<file path="config.mk">
export PLATFORM = sky130hd
export DESIGN_NAME = multi_alarm_clock
export DESIGN_NICKNAME = d
export VERILOG_FILES = /design/src/rtl/multi_alarm_clock.sv
export SDC_FILE = /design/constraint.sdc
export NUM_CORES = 1
export LEC_CHECK = 0
export ABC_AREA = 1
export CAP_MARGIN = 25
export CORE_MARGIN = 2
export CORE_UTILIZATION = 50
export DETAILED_ROUTE_END_ITERATION = 6
export GPL_TIMING_DRIVEN = 0
export HOLD_SLACK_MARGIN = 0.1
export PLACE_DENSITY_LB_ADDON = 0.2
export SLEW_MARGIN = 10
export SYNTH_ARGS = -nofsm -noshare
export SYNTH_HDL_FRONTEND = slang
export SYNTH_SLANG_ARGS = --single-unit
export TNS_END_PERCENT = 5
</file>
<file path="constraint.sdc">
create_clock -name clk -period 2 [get_ports clk]
set_input_delay 0.3 -clock clk [delete_from_list [all_inputs] [get_ports clk]]
set_output_delay 0.3 -clock clk [all_outputs]
set_load 0.05 [all_outputs]
</file>
<file path="src/rtl/multi_alarm_clock.sv">
// -----------------------------------------------------------------------------
// multi_alarm_clock
//   24-hour BCD time-of-day clock with NUM_ALARMS independent alarm slots.
//   Each slot has an enable, a snooze counter and a three-state FSM
//   (IDLE / RINGING / SNOOZED). A prescaler turns TICK_DIV clk cycles into
//   one second. Every output is driven straight from a register.
//
// Ports
//   clk, reset_n           rising-edge clock, asynchronous active-low reset
//   H_in1/H_in0/M_in1/M_in0  BCD hour/minute value for LD_time and LD_alarm
//   LD_time                load H:M into the clock, seconds cleared
//   LD_alarm, al_sel       load H:M into alarm slot al_sel
//   al_en                  per-slot enable mask (0 forces the slot IDLE)
//   STOP_al                silence every ringing or snoozed slot
//   SNOOZE                 move every ringing slot to snoozed
//   Alarm, alarm_id        any slot ringing / lowest ringing slot index
//   sec_tick               one-cycle pulse in the cycle after time advances
//   H_out*/M_out*/S_out*   current time in BCD
//   o_dbg_state            packed per-slot FSM state, slot i at [2*i +: 2]
// -----------------------------------------------------------------------------
module multi_alarm_clock #(
  parameter int NUM_ALARMS = 4,
  parameter int TICK_DIV   = 1,
  parameter int SNOOZE_MIN = 5,
  localparam int AW = (NUM_ALARMS > 1) ? $clog2(NUM_ALARMS) : 1
) (
  input  logic                    clk,
  input  logic                    reset_n,
  input  logic [1:0]              H_in1,
  input  logic [3:0]              H_in0,
  input  logic [2:0]              M_in1,
  input  logic [3:0]              M_in0,
  input  logic                    LD_time,
  input  logic                    LD_alarm,
  input  logic [AW-1:0]           al_sel,
  input  logic [NUM_ALARMS-1:0]   al_en,
  input  logic                    STOP_al,
  input  logic                    SNOOZE,
  output logic                    Alarm,
  output logic [AW-1:0]           alarm_id,
  output logic                    sec_tick,
  output logic [1:0]              H_out1,
  output logic [3:0]              H_out0,
  output logic [2:0]              M_out1,
  output logic [3:0]              M_out0,
  output logic [2:0]              S_out1,
  output logic [3:0]              S_out0,
  output logic [2*NUM_ALARMS-1:0] o_dbg_state
);

  localparam int PW = (TICK_DIV > 1) ? $clog2(TICK_DIV) : 1;

  localparam logic [1:0] ST_IDLE    = 2'd0;
  localparam logic [1:0] ST_RINGING = 2'd1;
  localparam logic [1:0] ST_SNOOZED = 2'd2;

  // Time registers
  logic [PW-1:0] r_presc;
  logic [1:0]    r_h1;
  logic [3:0]    r_h0;
  logic [2:0]    r_m1;
  logic [3:0]    r_m0;
  logic [2:0]    r_s1;
  logic [3:0]    r_s0;
  logic          r_sec_tick;

  // Alarm registers; slot time packed as {h1, h0, m1, m0}
  logic [12:0]   r_al_time [NUM_ALARMS];
  logic [1:0]    r_state   [NUM_ALARMS];
  logic [3:0]    r_snz     [NUM_ALARMS];
  logic          r_alarm;
  logic [AW-1:0] r_alarm_id;

  // Combinational next values
  logic          w_in_ok;
  logic          w_ld_time;
  logic          w_ld_alarm;
  logic          w_tick;
  logic          w_s_wrap;
  logic          w_m_wrap;
  logic          w_min_evt;
  logic [1:0]    w_h1_n;
  logic [3:0]    w_h0_n;
  logic [2:0]    w_m1_n;
  logic [3:0]    w_m0_n;
  logic [2:0]    w_s1_n;
  logic [3:0]    w_s0_n;
  logic [12:0]   w_new_hm;
  logic [12:0]   w_in_hm;
  logic [1:0]    w_state_n [NUM_ALARMS];
  logic [3:0]    w_snz_n   [NUM_ALARMS];
  logic          w_any_ring;
  logic [AW-1:0] w_ring_id;

  // A load value is accepted only when it is a real 24-hour time.
  assign w_in_ok = ((H_in1 < 2'd2 && H_in0 <= 4'd9) || (H_in1 == 2'd2 && H_in0 <= 4'd3))
                   && (M_in1 <= 3'd5) && (M_in0 <= 4'd9);
  assign w_ld_time  = LD_time && w_in_ok;
  assign w_ld_alarm = LD_alarm && w_in_ok && (int'(al_sel) < NUM_ALARMS);
  assign w_in_hm    = {H_in1, H_in0, M_in1, M_in0};

  // A time load restarts the second, so it suppresses the tick of that cycle.
  assign w_tick = (r_presc == PW'(TICK_DIV - 1)) && !w_ld_time;

  assign w_s_wrap  = (r_s1 == 3'd5) && (r_s0 == 4'd9);
  assign w_m_wrap  = (r_m1 == 3'd5) && (r_m0 == 4'd9);
  assign w_min_evt = w_tick && w_s_wrap;
  assign w_new_hm  = {w_h1_n, w_h0_n, w_m1_n, w_m0_n};

  // Time one second ahead of the current registers, with BCD carries.
  always_comb begin
    w_s1_n = r_s1;
    w_s0_n = r_s0;
    w_m1_n = r_m1;
    w_m0_n = r_m0;
    w_h1_n = r_h1;
    w_h0_n = r_h0;
    if (r_s0 == 4'd9) begin
      w_s0_n = 4'd0;
      w_s1_n = w_s_wrap ? 3'd0 : r_s1 + 3'd1;
    end else begin
      w_s0_n = r_s0 + 4'd1;
    end
    if (w_s_wrap) begin
      if (r_m0 == 4'd9) begin
        w_m0_n = 4'd0;
        w_m1_n = w_m_wrap ? 3'd0 : r_m1 + 3'd1;
      end else begin
        w_m0_n = r_m0 + 4'd1;
      end
      if (w_m_wrap) begin
        if (r_h1 == 2'd2 && r_h0 == 4'd3) begin
          w_h1_n = 2'd0;
          w_h0_n = 4'd0;
        end else if (r_h0 == 4'd9) begin
          w_h0_n = 4'd0;
          w_h1_n = r_h1 + 2'd1;
        end else begin
          w_h0_n = r_h0 + 4'd1;
        end
      end
    end
  end

  always_ff @(posedge clk or negedge reset_n) begin
    if (!reset_n) begin
      r_presc    <= '0;
      r_h1       <= '0;
      r_h0       <= '0;
      r_m1       <= '0;
      r_m0       <= '0;
      r_s1       <= '0;
      r_s0       <= '0;
      r_sec_tick <= 1'b0;
    end else begin
      r_sec_tick <= w_tick;
      if (w_ld_time || w_tick) r_presc <= '0;
      else                     r_presc <= r_presc + PW'(1);
      if (w_ld_time) begin
        r_h1 <= H_in1;
        r_h0 <= H_in0;
        r_m1 <= M_in1;
        r_m0 <= M_in0;
        r_s1 <= 3'd0;
        r_s0 <= 4'd0;
      end else if (w_tick) begin
        r_h1 <= w_h1_n;
        r_h0 <= w_h0_n;
        r_m1 <= w_m1_n;
        r_m0 <= w_m0_n;
        r_s1 <= w_s1_n;
        r_s0 <= w_s0_n;
      end
    end
  end

  // Per-slot FSM. Alarm/alarm_id are derived from the next-state vector so
  // they move on the same edge as the transition.
  always_comb begin
    w_any_ring = 1'b0;
    w_ring_id  = '0;
    for (int i = 0; i < NUM_ALARMS; i++) begin
      w_state_n[i] = r_state[i];
      w_snz_n[i]   = r_snz[i];
      if (!al_en[i]) begin
        w_state_n[i] = ST_IDLE;
      end else if (w_ld_alarm && (al_sel == AW'(i))) begin
        w_state_n[i] = ST_IDLE;
        w_snz_n[i]   = 4'd0;
      end else begin
        case (r_state[i])
          ST_IDLE: begin
            if (w_min_evt && (w_new_hm == r_al_time[i])) w_state_n[i] = ST_RINGING;
          end
          ST_RINGING: begin
            if (STOP_al) begin
              w_state_n[i] = ST_IDLE;
            end else if (SNOOZE) begin
              w_state_n[i] = ST_SNOOZED;
              w_snz_n[i]   = 4'(SNOOZE_MIN);
            end
          end
          ST_SNOOZED: begin
            if (STOP_al) begin
              w_state_n[i] = ST_IDLE;
            end else if (w_min_evt) begin
              if (r_snz[i] <= 4'd1) begin
                w_state_n[i] = ST_RINGING;
                w_snz_n[i]   = 4'd0;
              end else begin
                w_snz_n[i] = r_snz[i] - 4'd1;
              end
            end
          end
          default: w_state_n[i] = ST_IDLE;
        endcase
      end
    end
    // Scan downwards so the lowest ringing index wins.
    for (int i = NUM_ALARMS - 1; i >= 0; i--) begin
      if (w_state_n[i] == ST_RINGING) begin
        w_any_ring = 1'b1;
        w_ring_id  = AW'(i);
      end
    end
  end

  always_ff @(posedge clk or negedge reset_n) begin
    if (!reset_n) begin
      for (int i = 0; i < NUM_ALARMS; i++) begin
        r_al_time[i] <= '0;
        r_state[i]   <= ST_IDLE;
        r_snz[i]     <= '0;
      end
      r_alarm    <= 1'b0;
      r_alarm_id <= '0;
    end else begin
      if (w_ld_alarm) r_al_time[al_sel] <= w_in_hm;
      for (int i = 0; i < NUM_ALARMS; i++) begin
        r_state[i] <= w_state_n[i];
        r_snz[i]   <= w_snz_n[i];
      end
      r_alarm    <= w_any_ring;
      r_alarm_id <= w_ring_id;
    end
  end

  always_comb begin
    o_dbg_state = '0;
    for (int i = 0; i < NUM_ALARMS; i++) o_dbg_state[2*i +: 2] = r_state[i];
  end

  assign Alarm    = r_alarm;
  assign alarm_id = r_alarm_id;
  assign sec_tick = r_sec_tick;
  assign H_out1   = r_h1;
  assign H_out0   = r_h0;
  assign M_out1   = r_m1;
  assign M_out0   = r_m0;
  assign S_out1   = r_s1;
  assign S_out0   = r_s0;

endmodule

</file>
=== Word-level counts from Yosys, hierarchy flattened ===
Index checks and enable logic that the tools add are counted.
W data, S select, Z words.

* Flip-flop bits (word level): 101
* Output and inout port bits: 32
* Word-level logic and storage cells: 226

* Bitwise operators: 2
* Muxes and demuxes: 98
* Eq/ne operators: 43
* Reductions and logical operators: 39
* Add/subtract/negate cells: 11
* Magnitude comparators: 11

{| class="wikitable"
|+ Operators by type and width
! cell !! count
|-
| $mux W4 || 31
|-
| $mux W2 || 42
|-
| $bwmux W52 || 1
|-
| $eq A13 B13 Y1 || 4
|-
| $ne A3 B3 Y1 const B || 16
|-
| $pmux W4 S2 || 4
|-
| $mux W3 || 9
|-
| $demux W13 S2 || 1
|-
| $pmux W2 S3 || 4
|-
| $reduce_and A6 Y1 || 4
|-
| $logic_and A1 B1 Y1 || 20
|-
| $eq A2 B1 Y1 const B || 9
|-
| $eq A2 B2 Y1 const B || 8
|-
| $le A4 B1 Y1 const B || 4
|-
| $sub A4 B1 Y4 const B || 4
|-
| $mux W13 || 1
|-
| $add A4 B1 Y4 const B || 3
|-
| $eq A4 B4 Y1 const B || 3
|-
| $reduce_bool A3 Y1 || 4
|-
| $logic_not A2 Y1 || 5
|-
| $le A4 B4 Y1 const B || 2
|-
| $add A3 B1 Y3 const B || 2
|-
| $eq A3 B3 Y1 const B || 2
|-
| $mux W1 || 5
|-
| 14 further kinds || 16
|}

=== Depth between registers and ports, before layout ===
Gate-level depths: netlist of the first run.

* Depth in word-level cells: 19
* Mapped depth: 19
* Gate-level depth less buffers: 19

=== Least setup slack after synthesis of the first run ===
OpenSTA, ideal clock, no wires.

* Path type: register -> register
* Start: reg r_m0[0], in the netlist M_out0[0]
* End: reg r_alarm_id[1], in the netlist alarm_id[1]
* Stages on the path, launching flop included: 17
* Arrival time: 2,285 ps
* Slack: -400 ps
* Required time: 1,885 ps
* Buffers on the path: 0
* Library setup time: 115 ps
* Cells stage by stage: dfrtp_1 > ha_1 > nand2_1 > nor2_4 > nand2_4 > nor2_8 > nand3_1 > nand2_2 > nor2_1 > nor2_1 > nand2_1 > nor2_1 > nand3_1 > nand2_1 > nand2_1 > nand2_1 > nor2_1

* Cells in the longest elaborated chain, start to end: 16
* Elaborated cells on any way between the ends: 44
* Classes of those cells: 1 x add/sub; 9 x eq/ne; 29 x mux; 5 x reduce/logical

{| class="wikitable"
|+ RTL lines
! element !! RTL line !! RTL
|-
| from (decl) || 62 || <nowiki>logic [3:0] r_m0;</nowiki>
|-
| from (signal assigned) || 163 || <nowiki>r_m0 <= M_in0;</nowiki>
|-
| from (signal assigned) || 170 || <nowiki>r_m0 <= w_m0_n;</nowiki>
|-
| branches (longest 15 deep; another with $add A4 B1 Y4) || -- ||
|-
| $mux W2 * || 221 || <nowiki>if (w_state_n[i] == ST_RINGING) begin</nowiki>
|-
| net w_ring_id[1] || 93 || <nowiki>logic [AW-1:0] w_ring_id;</nowiki>
|-
| to (signal assigned) || 244 || <nowiki>r_alarm_id <= w_ring_id;</nowiki>
|-
| to (decl) || 72 || <nowiki>logic [AW-1:0] r_alarm_id;</nowiki>
|}

Mark *: on every way through the listed nets, which the timed path passes.
A chain may end at the register's enable or synchronous reset.

=== Final worst setup path of the first run ===
* Start: reg r_s0[1], in the netlist S_out0[1]
* End: reg r_alarm_id[1], in the netlist alarm_id[1]

* Cells in the longest elaborated chain, start to end: 14
* Elaborated cells on any way between the ends: 47
* Classes of those cells: 9 x eq/ne; 32 x mux; 6 x reduce/logical

{| class="wikitable"
|+ RTL lines
! element !! RTL line !! RTL
|-
| from (decl) || 64 || <nowiki>logic [3:0] r_s0;</nowiki>
|-
| from (signal assigned) || 172 || <nowiki>r_s0 <= w_s0_n;</nowiki>
|-
| $eq A4 B4 Y1 * || 105 || <nowiki>assign w_s_wrap = (r_s1 == 3'd5) && (r_s0 == 4'd9);</nowiki>
|-
| $logic_and A1 B1 Y1 * || 105 ||
|-
| $mux W4 (tied with other cells) || 124 || <nowiki>if (w_s_wrap) begin</nowiki>
|-
| $eq A13 B13 Y1 || 193 || <nowiki>if (w_min_evt && (w_new_hm == r_al_time[i])) w_state_n[i] = ST_RINGING;</nowiki>
|-
| $logic_and A1 B1 Y1 || 193 ||
|-
| $mux W2 || 193 ||
|-
| $pmux W2 S3 || 191 || <nowiki>case (r_state[i])</nowiki>
|-
| $mux W2 || 187 || <nowiki>end else if (w_ld_alarm && (al_sel == AW'(i))) begin</nowiki>
|-
| $mux W2 || 185 || <nowiki>if (!al_en[i]) begin</nowiki>
|-
| $eq A2 B1 Y1 || 221 ||
|-
| $mux W2 (3 in a row) || 221 ||
|-
| $mux W2 * || 221 ||
|-
| net w_ring_id[1] || 93 ||
|}

The timed path passes the listed nets; every way through them passes the cells marked *.

==> metrics.txt, run 1 <==
status complete, but fails checks; failing checks setup timing; First-pass DRT Iterations 5; CTS Root Cell clkbuf_16; hold slack 359 ps; CTS tree done; per-cell routed wire length 17.1 µm; Placer Congestion 0.895; area of the core 12,000 µm²; largest net degree at the start of global routing 80; Final Hold Fails 0; Synth top area share a little over 40%; Tcrit/Tclk final 118%; CP Data Arrival Time 2660 ps; initial drt markers 578; DP Area 6900 µm²; Rows 40; CP peak stage delay 410 ps; Finished Cell Area 7900 µm²; synthesis-stage register bit count 101; Port Buf Inserts 56; clock slew at reported path FFs approximately 70 ps; DRC violations left 0; Async S/R FF share, synth 100%; IO Pins 57; buffers plus inverters on the worst setup path 3; non-filler cells, final ~1,100; Final Max Tran Viols 0; CTS Buf Count 9; initial core utilization 50.8%; final worst setup slack -370 ps; DIE WIDTH 114 µm; Clock Latency Late Sink 360 ps; vias in the first global route between 5,000 and 6,000; Synth area leaders dfrtp_1 (42%), nand2_1 (14%), inv_1 (6.9%), o21ai_0 (6.3%), nand3_1 (4.8%); maximum VDD drop 0.000835 V; worst-path cell chain inv_2 > ha_4 > nand3_4 > nor2_4 > buf_12 > nand2_1 > nand2_1 > nand3_4 > a21oi_1 > nand2_1 > nor2_4 > nand3_2 > nand2_2 > nand3_2 > nand2_2 > inv_2 > nor2_2; Setup crit start kind register; maximum root-to-sink buffer count 2; final WL 18.3 mm; top_reg_cell synth dfrtp_1; R2R cell count 17; clock skew 5.26 ps; Seq/Total Area, Yosys 41.6%; Routed Antenna Nets 0; WP depth 17; Yosys Warn Count 0; Mapped Area a little over 6000 µm²; n_diodes 0; DPL Wire Length ~13 mm; Tmin final 2370 ps; CTS H-tree lvls 3; GRT Util Overall 29.1%; syn nets 862; share of cells above drive strength 1 20.9%; Overflow after GRT 0; first-pass GRT wire length 29.2 mm; Synth top cells by count nand2_1 (227), inv_1 (112), dfrtp_1 (101); critical path required time 2290 ps; clock sink total 101; DP Cell Count between 1,000 and 1,500; RSZ-0062 raised after global routing yes; Post-synth EDFFs 0; die area 13,100 µm²; Lkg Pwr 3.96 nW; net count reported at finish slightly below 1,000; Post-Synthesis Cells roughly 820; Max-Cap Viols 0; Slew Limit Headroom 50.2%; vias post-DR 5,945; routed vias/inst 5.55; crit-path max FO 9; most frequent cell after synthesis nand2_1; fmax ~420 MHz; CP dominant cell by count nand2_1; Setup-failing EPs final 29; pwr/cell area 940 nW/µm²; top cell family by delay on the critical path simple AND/OR/NAND/NOR gates; Vert. Die Dim 114 µm; Netlist cell types 41; area leader, netlist dfrtp_1; Setup crit end kind register; slowest CP cell dfrtp_2; initial antenna violation count 0; Synth Area per Inst 7.43 µm²; worst min path class primary input to asynchronous set/reset pin; Syn-to-layout area delta 30.0%; critical path type register to register; worst slew pin tran 747 ps
-- cell type report --
type,count,area [µm²]
Tap cell,147,184
Clock buffer,11,243
Timing Repair Buffer,90,893
Inverter,117,444
Sequential cell,101,2540
Fill cell,999,4060
Multi-Input combinational cell,586,3440
Buffer,14,98.8
Clock inverter,5,50.0
-- logic make-up (layout without fill, tap and decap cells) --
kind of cell             after synthesis  after routing  synth area share, %
AND/OR/NAND/NOR                      416            416                 30.7
adder cells (fa/ha/maj)               19             19                 3.91
XOR/XNOR                              19             19                 2.74
AO/OA/AOI/OAI                        130            130                 12.6
flip-flops                           101            101                 41.6
multiplexers                           1              1                0.165
buffers and inverters                131            237                 8.21
other                                  1              1               0.0617
-- power breakdown --
part,internal [mW],switching (mW)
logic,1.06,1.70
registers,2.47,0.396
clock network,0.997,0.798
-- metrics by stage --
stage / power [mW] / setup TNS, ps / setup WS [ps] / util, %
6_report: 7.43 / -3280 / -370 / 66.0
5_1_grt: 7.86 / -7990 / -489 / 66.0
4_1_cts: 7.21 / -3870 / -393 / 63.0
3_5_place_dp: 5.28 / -74460 / -988 / 57.7
3_3_place_gp: 5.18 / -415240 / -3780 / 57.5
2_1_floorplan: 4.52 / -834 / -190 / -
-- final timing paths --
| path | endpoint | startpoint | slack (ps) |
|---|---|---|---|
| setup / recovery | alarm_id[1] | S_out0[1] | -370 |
| max in group asynchronous | M_out1[0] | reset_n | 950 |
| setup reg to reg | alarm_id[1] | S_out0[1] | -370 |
| hold reg to reg | r_snz[1] | r_snz[1] | 490 |
| min in group clk | r_snz[1] | r_snz[1] | 490 |
| hold / removal | M_out0[1] | reset_n | 360 |
-- state kept, by name (all words and copies together), names as in the netlist --
name / cells
r_presc: 1
S_out1: 3
r_al_time: 52
H_out0: 4
H_out1: 2
M_out0: 4
sec_tick: 1
r_snz: 16
Alarm: 1
M_out1: 3
o_dbg_state: 8
alarm_id: 2
S_out0: 4
-- layout by cell type, fill, tap and decap left out, types with 12 or more instances in the layout --
cell type          n
inv_1             97
ha_1              16
inv_2             18
o21ai_0           69
nand3_2           14
nand2_2           28
nand2_4           20
clkdlybuf4s50_1   49
xor2_1            12
o221ai_1          13
buf_4             28
nand3_1           45
nand2_1          193
dfrtp_2           12
nor2_1            63
dfrtp_1           89
-- per-layer routing --
metal | vias up | global-route usage [%] | wire length, µm
met5 | - | 0 | 0
met4 | 0 | 10.7 | 523
met3 | 36 | 6.72 | 1220
met2 | 226 | 47.6 | 8870
met1 | 2844 | 37.9 | 7720
li1 | 2839 | - | -
-- worst register-to-register path: cells and delay by family (launching register included) --
family                   cells  cell delay (ps)
flip-flops                   1              410
buffers and inverters        3              250
AO/OA/AOI/OAI                1              170
adder cells (fa/ha/maj)      1              160
AND/OR/NAND/NOR             12             1330
-- timing repair --
item / 4_1_cts / 5_1_grt
hold buffers: 1 / 0
endpoints found under the setup margin: 93 / 91
gates resized for setup: 68 / 83
hold endpoints to repair: 22 / 0
pin swaps: 26 / 52
buffers inserted: 14 / 17
gates cloned: 1 / 0
Note: power is estimated with default switching activity, not from simulation.
==> run 2: changes to the inputs <==
--- a/config.mk
+++ b/config.mk
@@ -10,7 +10,6 @@
 export CORE_MARGIN = 2
 export CORE_UTILIZATION = 50
 export DETAILED_ROUTE_END_ITERATION = 6
-export GPL_TIMING_DRIVEN = 0
 export HOLD_SLACK_MARGIN = 0.1
 export PLACE_DENSITY_LB_ADDON = 0.2
 export SLEW_MARGIN = 10
==> run 2 against run 1 <==
Effect of this change: the flow still finishes with violations (setup timing); sequential power about the same; critical endpoint unchanged; combinational power rose by 19%; die area did not move; hold slack improved by 59 ps; total power up 6.2%; routed wire length grew 5.2%; critical path type unchanged; highest routed layer unchanged; core utilization up 5.6 points; cell area increased by 8.4%; critical path depth up 3.
==> metrics.txt, run 2 (synthesis results as in run 1) <==
final WL 19.3 mm (+5.2%); share of cells above drive strength 1 27.8% (+6.9 points); DPL Wire Length 13.7 mm (+7.4%); most frequent cells in the layout nand2_1 (197), buf_4 (116), inv_1 (103); top cell family by delay on the critical path simple AND/OR/NAND/NOR gates; net count reported at finish 1,048 (+8.8%); clock sink total 101 (unchanged); CP peak stage delay 410 ps (about the same); clock slew at reported path FFs 70 ps (about the same); Port Buf Inserts 56 (unchanged); Switching Power 3.07 mW (+5.8%); final worst setup slack -367 ps (+2.87 ps); fillers 929 (-7.0%); first-pass GRT wire length 30.1 mm (+3.1%); crit-path max FO 4 (-5); Lkg Pwr 4.36 nW (+10%); IO Pins 57 (unchanged); Setup crit end kind register; routed vias/inst 5.49 (-1.1%); max reg flops 52 (unchanged); Routed Antenna Nets 0 (unchanged); initial core utilization 50.8% (unchanged); non-filler cells, final 1,156 (+7.9%); commonest non-fill, non-tap cell in the layout nand2_1; pwr/cell area 921 nW/µm² (-2.0%); Tmin final 2370 ps (-2.87 ps); Syn-to-layout area delta 41.0%; CTS tree done; buffers plus inverters on the worst setup path 4 (+1); First-pass DRT Iterations 5 (unchanged); critical path type register to register; pre-CTS setup slack -533 ps (+455 ps); DIE WIDTH 114 µm (unchanged); CP dominant cell by count nand2_1; Slew Limit Headroom 63.7% (+13 points); hold slack 419 ps (+59.4 ps); RSZ-0062 raised after global routing yes; DP Cell Count 1,119 (+9.5%); status complete, but fails checks; largest net degree at the start of global routing 29 (-64%); worst min path class primary input to asynchronous set/reset pin; Tcrit/Tclk final 118% (-0.14 points); Vert. Die Dim 114 µm (unchanged); Logic pwr share 41.7% (+4.5 points); Overflow after GRT 0 (unchanged); vias post-DR 6,347 (+6.8%); Clock Latency Late Sink 360 ps (about the same); maximum VDD drop 0.000854 V (+2.2%); worst-path cell chain inv_2 > ha_4 > nand3_4 > nor2_4 > buf_6 > buf_6 > nand2_1 > nand2_1 > nand2_1 > nand2_1 > nand2_1 > nor2_1 > nand2_1 > nor2_2 > nand3_2 > nand2_2 > nand2_2 > nand2_1 > inv_1 > nor2_1; clock skew 7.23 ps (+1.97 ps); CTS Root Cell clkbuf_16; multi-input combinational cell area 3470 µm² (+0.69%); die area 13,100 µm² (unchanged); CTS H-tree lvls 3 (unchanged); GRT Util Overall 29.6% (+0.44 points); Max-Cap Viols 0 (unchanged); area of the core 12,000 µm² (unchanged); DRC violations left 0 (unchanged); switching part of the total power 38.9% (-0.14 points); Placer Congestion 0.930 (+3.8%); initial drt markers 510 (-12%); worst slew pin tran 544 ps (-203 ps); register area 2540 µm² (unchanged); CP Data Arrival Time 2660 ps (about the same); sequential share of power 36.0% (-2.6 points); CTS Buf Count 9 (unchanged); failing checks setup timing; Rows 40 (unchanged); initial antenna violation count 0 (unchanged); Reg with most FFs r_al_time; Final Max Tran Viols 0 (unchanged); critical path required time 2290 ps (about the same); Setup crit start kind register; Setup-failing EPs final 27 (-6.9%); n_diodes 0 (unchanged); per-cell routed wire length 16.7 µm (-2.5%); Final Hold Fails 0 (unchanged); vias in the first global route 6,280 (+7.7%); maximum root-to-sink buffer count 2 (unchanged); Internal 4.82 mW (+6.4%); share of total power in the clock network 22.2% (-2.0 points); slowest CP cell dfrtp_2; fmax 422 MHz (+0.12%)
run 2: cell types whose count changed in the layout (fill, tap and decap cells not counted), sizes merged:
cell	before	now
nor2	81	82
clkdlybuf4s50	49	43
buf	39	135
dlygate4sd2	0	5
clkinv	4	5
clkbuf	20	10
dlymetal6s2s	6	4
run 2: worst paths after layout:
kind | from | to | slack (ps) | cells past startpoint
hold reg to reg | r_snz[1] | r_snz[1] | 510 | 2
min in group clk | r_snz[1] | r_snz[1] | 510 | 2
setup / recovery | S_out0[1] | alarm_id[1] | -370 | 20
hold / removal | reset_n | r_al_time[0] | 420 | 2
max in group asynchronous | reset_n | Alarm | 920 | 3
setup reg to reg | S_out0[1] | alarm_id[1] | -370 | 20
run 2: cell type report:
cell class	instances	share of cell area, %
multi-input combinational	587	40.5
sequential	101	29.7
timing repair buffer	188	19.2
inverter	117	5.16
clock buffer	10	2.67
tap	147	2.15
clock inverter	6	0.643
run 2: per-stage QoR:
step                      power (mW)  instance area [µm²]  util [%]  setup TNS [ps]
after floorplan                 4.52                 6130         -            -834
after global placement          5.67                 7670      64.1          -29030
after detailed placement        5.78                 7670      64.1          -32860
after CTS                       7.64                 8180      68.4           -1810
after global routing            8.32                 8570      71.6           -8030
final                           7.89                 8570      71.6           -3670
run 2: repair_timing:
action	4_1_cts	5_1_grt
pin swaps	20	39
gates cloned	1	0
setup endpoints to repair	50	73
endpoints found under the hold margin	23	0
buffers inserted	8	11
gates resized for setup	46	84
hold buffers	1	0
run 2: power groups by stage:
stage                     Combinational [mW]  Sequential, mW  Clock [mW]
after floorplan                         1.37            3.15           0
after global placement                  2.85            2.81           0
after detailed placement                2.94            2.84           0
after CTS                               3.05            2.81        1.78
after global routing                    3.58            2.89        1.85
final                                   3.29            2.84        1.75
run 2: layer usage:
| metal | global-route usage, % | routed length [µm] | vias to the layer above |
|---|---|---|---|
| met4 | 12.0 | 594 | 0 |
| met3 | 5.98 | 1240 | 50 |
| li1 | - | - | 3006 |
| met1 | 36.7 | 7800 | 3022 |
| met5 | 0 | 0 | - |
| met2 | 50.5 | 9640 | 269 |
==> run 3: changes to the inputs <==
==> constraint.sdc (replaced) <==
create_clock -name clk -period 2 [get_ports clk]
set_input_delay 0.2 -clock clk [delete_from_list [all_inputs] [get_ports clk]]
set_output_delay 0.2 -clock clk [all_outputs]
set_load 0.05 [all_outputs]
==> run 3 against run 2 <==
Effect of this change: the run still ends with setup timing left; core utilization decreased by 0.99 points; fmax grew 0.66%; largest power group unchanged; register-to-register slack improved by 20 ps; die area is the same.
==> metrics.txt, run 3 (synthesis results as in run 1) <==
reg2reg setup slack -350 ps (+20 ps); R2R cell count 17 (-15%); vias post-DR 6,281 (-1.0%); critical path required time 2290 ps (about the same); Final Hold Fails 0 (unchanged); CTS H-tree lvls 3 (unchanged); Crit Reg-Reg Endpoint alarm_id[0]; multi-input combinational cell area 3400 µm² (-1.8%); commonest non-fill, non-tap cell in the layout nand2_1; DPL Wire Length 13.6 mm (-0.47%); worst min path class primary input to asynchronous set/reset pin; CP Data Arrival Time 2640 ps (-20 ps); net count reported at finish 1,036 (-1.1%); clock sink total 101 (unchanged); pwr/cell area 944 nW/µm² (+2.5%); CTS Root Cell clkbuf_16; Port Buf Inserts 56 (unchanged); crit-path max FO 5 (+1); most frequent cells in the layout nand2_1 (194), buf_4 (109), inv_1 (105); Tcrit/Tclk final 118% (-0.77 points); max reg flops 52 (unchanged); fillers 969 (+4.3%); Tmin final 2350 ps (-15.5 ps); Setup crit end kind register; First-pass DRT Iterations 5 (unchanged); die area 13,100 µm² (unchanged); routed vias/inst 5.49 (about the same); per-cell routed wire length 16.2 µm (-3.1%); Rows 40 (unchanged); worst r2r src S_out0[1]; Routed Antenna Nets 0 (unchanged); IO Pins 57 (unchanged); Setup crit start kind register; initial antenna violation count 0 (unchanged); Syn-to-layout area delta 39.0%; critical path type register to register; crit path from S_out0[1]; Setup-failing EPs final 21 (-22%); failing checks setup timing; DIE WIDTH 114 µm (unchanged); Vert. Die Dim 114 µm (unchanged); area of the core 12,000 µm² (unchanged); CTS Buf Count 9 (unchanged); Slew Limit Headroom 65.7% (+2.0 points); DRC violations left 0 (unchanged); Reg with most FFs r_al_time; Max-Cap Viols 0 (unchanged); hold slack 252 ps (-167 ps); largest net degree at the start of global routing 42 (+45%); n_diodes 0 (unchanged); CTS tree done; final worst setup slack -352 ps (+15.5 ps); Lkg Pwr 4.24 nW (-2.8%); Final Max Tran Viols 0 (unchanged); share of cells above drive strength 1 26.5% (-1.3 points); maximum root-to-sink buffer count 2 (unchanged); worst slew pin tran 513 ps (-30.9 ps); status complete, but fails checks; Critical Path End alarm_id[0]; total power 7.97 mW (+1.1%); Clock Latency Late Sink 360 ps (about the same); register area 2540 µm² (about the same); RSZ-0062 raised after global routing yes; maximum VDD drop 0.000799 V (-6.5%); vias in the first global route 6,245 (-0.56%); final WL 18.5 mm (-4.1%); clock skew 6.66 ps (-0.575 ps); Overflow after GRT 0 (unchanged); initial core utilization 50.8% (unchanged); fmax 425 MHz (+0.66%); clock slew at reported path FFs 70 ps (about the same); Placer Congestion 0.917 (-1.4%); initial drt markers 469 (-8.0%); GRT Util Overall 29.0% (-0.53 points); first-pass GRT wire length 29.7 mm (-1.4%)
[run 3: how the worst min path moves through the flow]
stage                  from             to  slack [ps]  cells past startpoint
floorplan           reset_n          Alarm        -100                      0
finish              reset_n  r_al_time[27]         250                      2
detailed placement  reset_n  r_al_time[27]         100                      1
global placement    reset_n  r_al_time[27]         100                      1
CTS                 reset_n  r_al_time[39]         270                      2
global route        reset_n  r_al_time[39]         270                      2
[run 3: metrics by stage]
step / utilization (%) / area (µm²) / setup slack [ps] / setup TNS, ps / instances
after CTS: 68.8 / 8230 / -287 / -1890 / 1137
after floorplan: - / 6130 / -190 / -834 / 818
after global placement: 63.5 / 7590 / -486 / -9740 / 1106
after global routing: 70.6 / 8450 / -511 / -5630 / 1144
after detailed placement: 63.5 / 7590 / -599 / -13250 / 1106
final: 70.6 / 8450 / -352 / -2550 / 1144
[run 3: final cells by class]
class | instances | share of cell area, %
clock buffers | 9 | 2.67
clock inverters | 7 | 1.17
inverters | 117 | 5.30
multi-input cells | 586 | 40.3
flip-flops and latches | 101 | 30.1
well taps | 147 | 2.18
repair buffers | 177 | 18.3
[run 3: power by group]
group	total, mW	internal, mW	switching [mW]	leakage (nW)
clock network	1.94	1.10	0.840	0.144
logic	3.20	1.34	1.86	2.81
registers	2.83	2.47	0.360	1.28
[run 3: critical path: stages (launching register included)]
cell and delay, ps:
dfrtp_2 410, inv_2 80, ha_4 150, nand3_4 80
nor2_4 220, buf_6 130, nand2_1 100, nand2_4 110
nand2_1 50, nand2_1 60, nand2_1 50, nor2_1 110
nand2_1 100, nor2_2 130, nand3_2 120, a21oi_2 190
nand2_1 80, a21oi_2 110
[run 3: what timing repair did]
| item | CTS | global route |
|---|---|---|
| pin swaps | 37 | 37 |
| endpoints found under the setup margin | 23 | 34 |
| setup buffers | 14 | 7 |
| endpoints found under the hold margin | 75 | 0 |
| gates resized for setup | 54 | 50 |
| hold buffers | 1 | 0 |
[run 3: layer usage]
metal  vias up  routed length (µm)  track usage, %
met1      3000                7550            35.4
met5         -                   0               0
met3        43                1280            6.51
met2       257                9190            49.4
met4         0                 474            12.7
li1       2981                   -               -
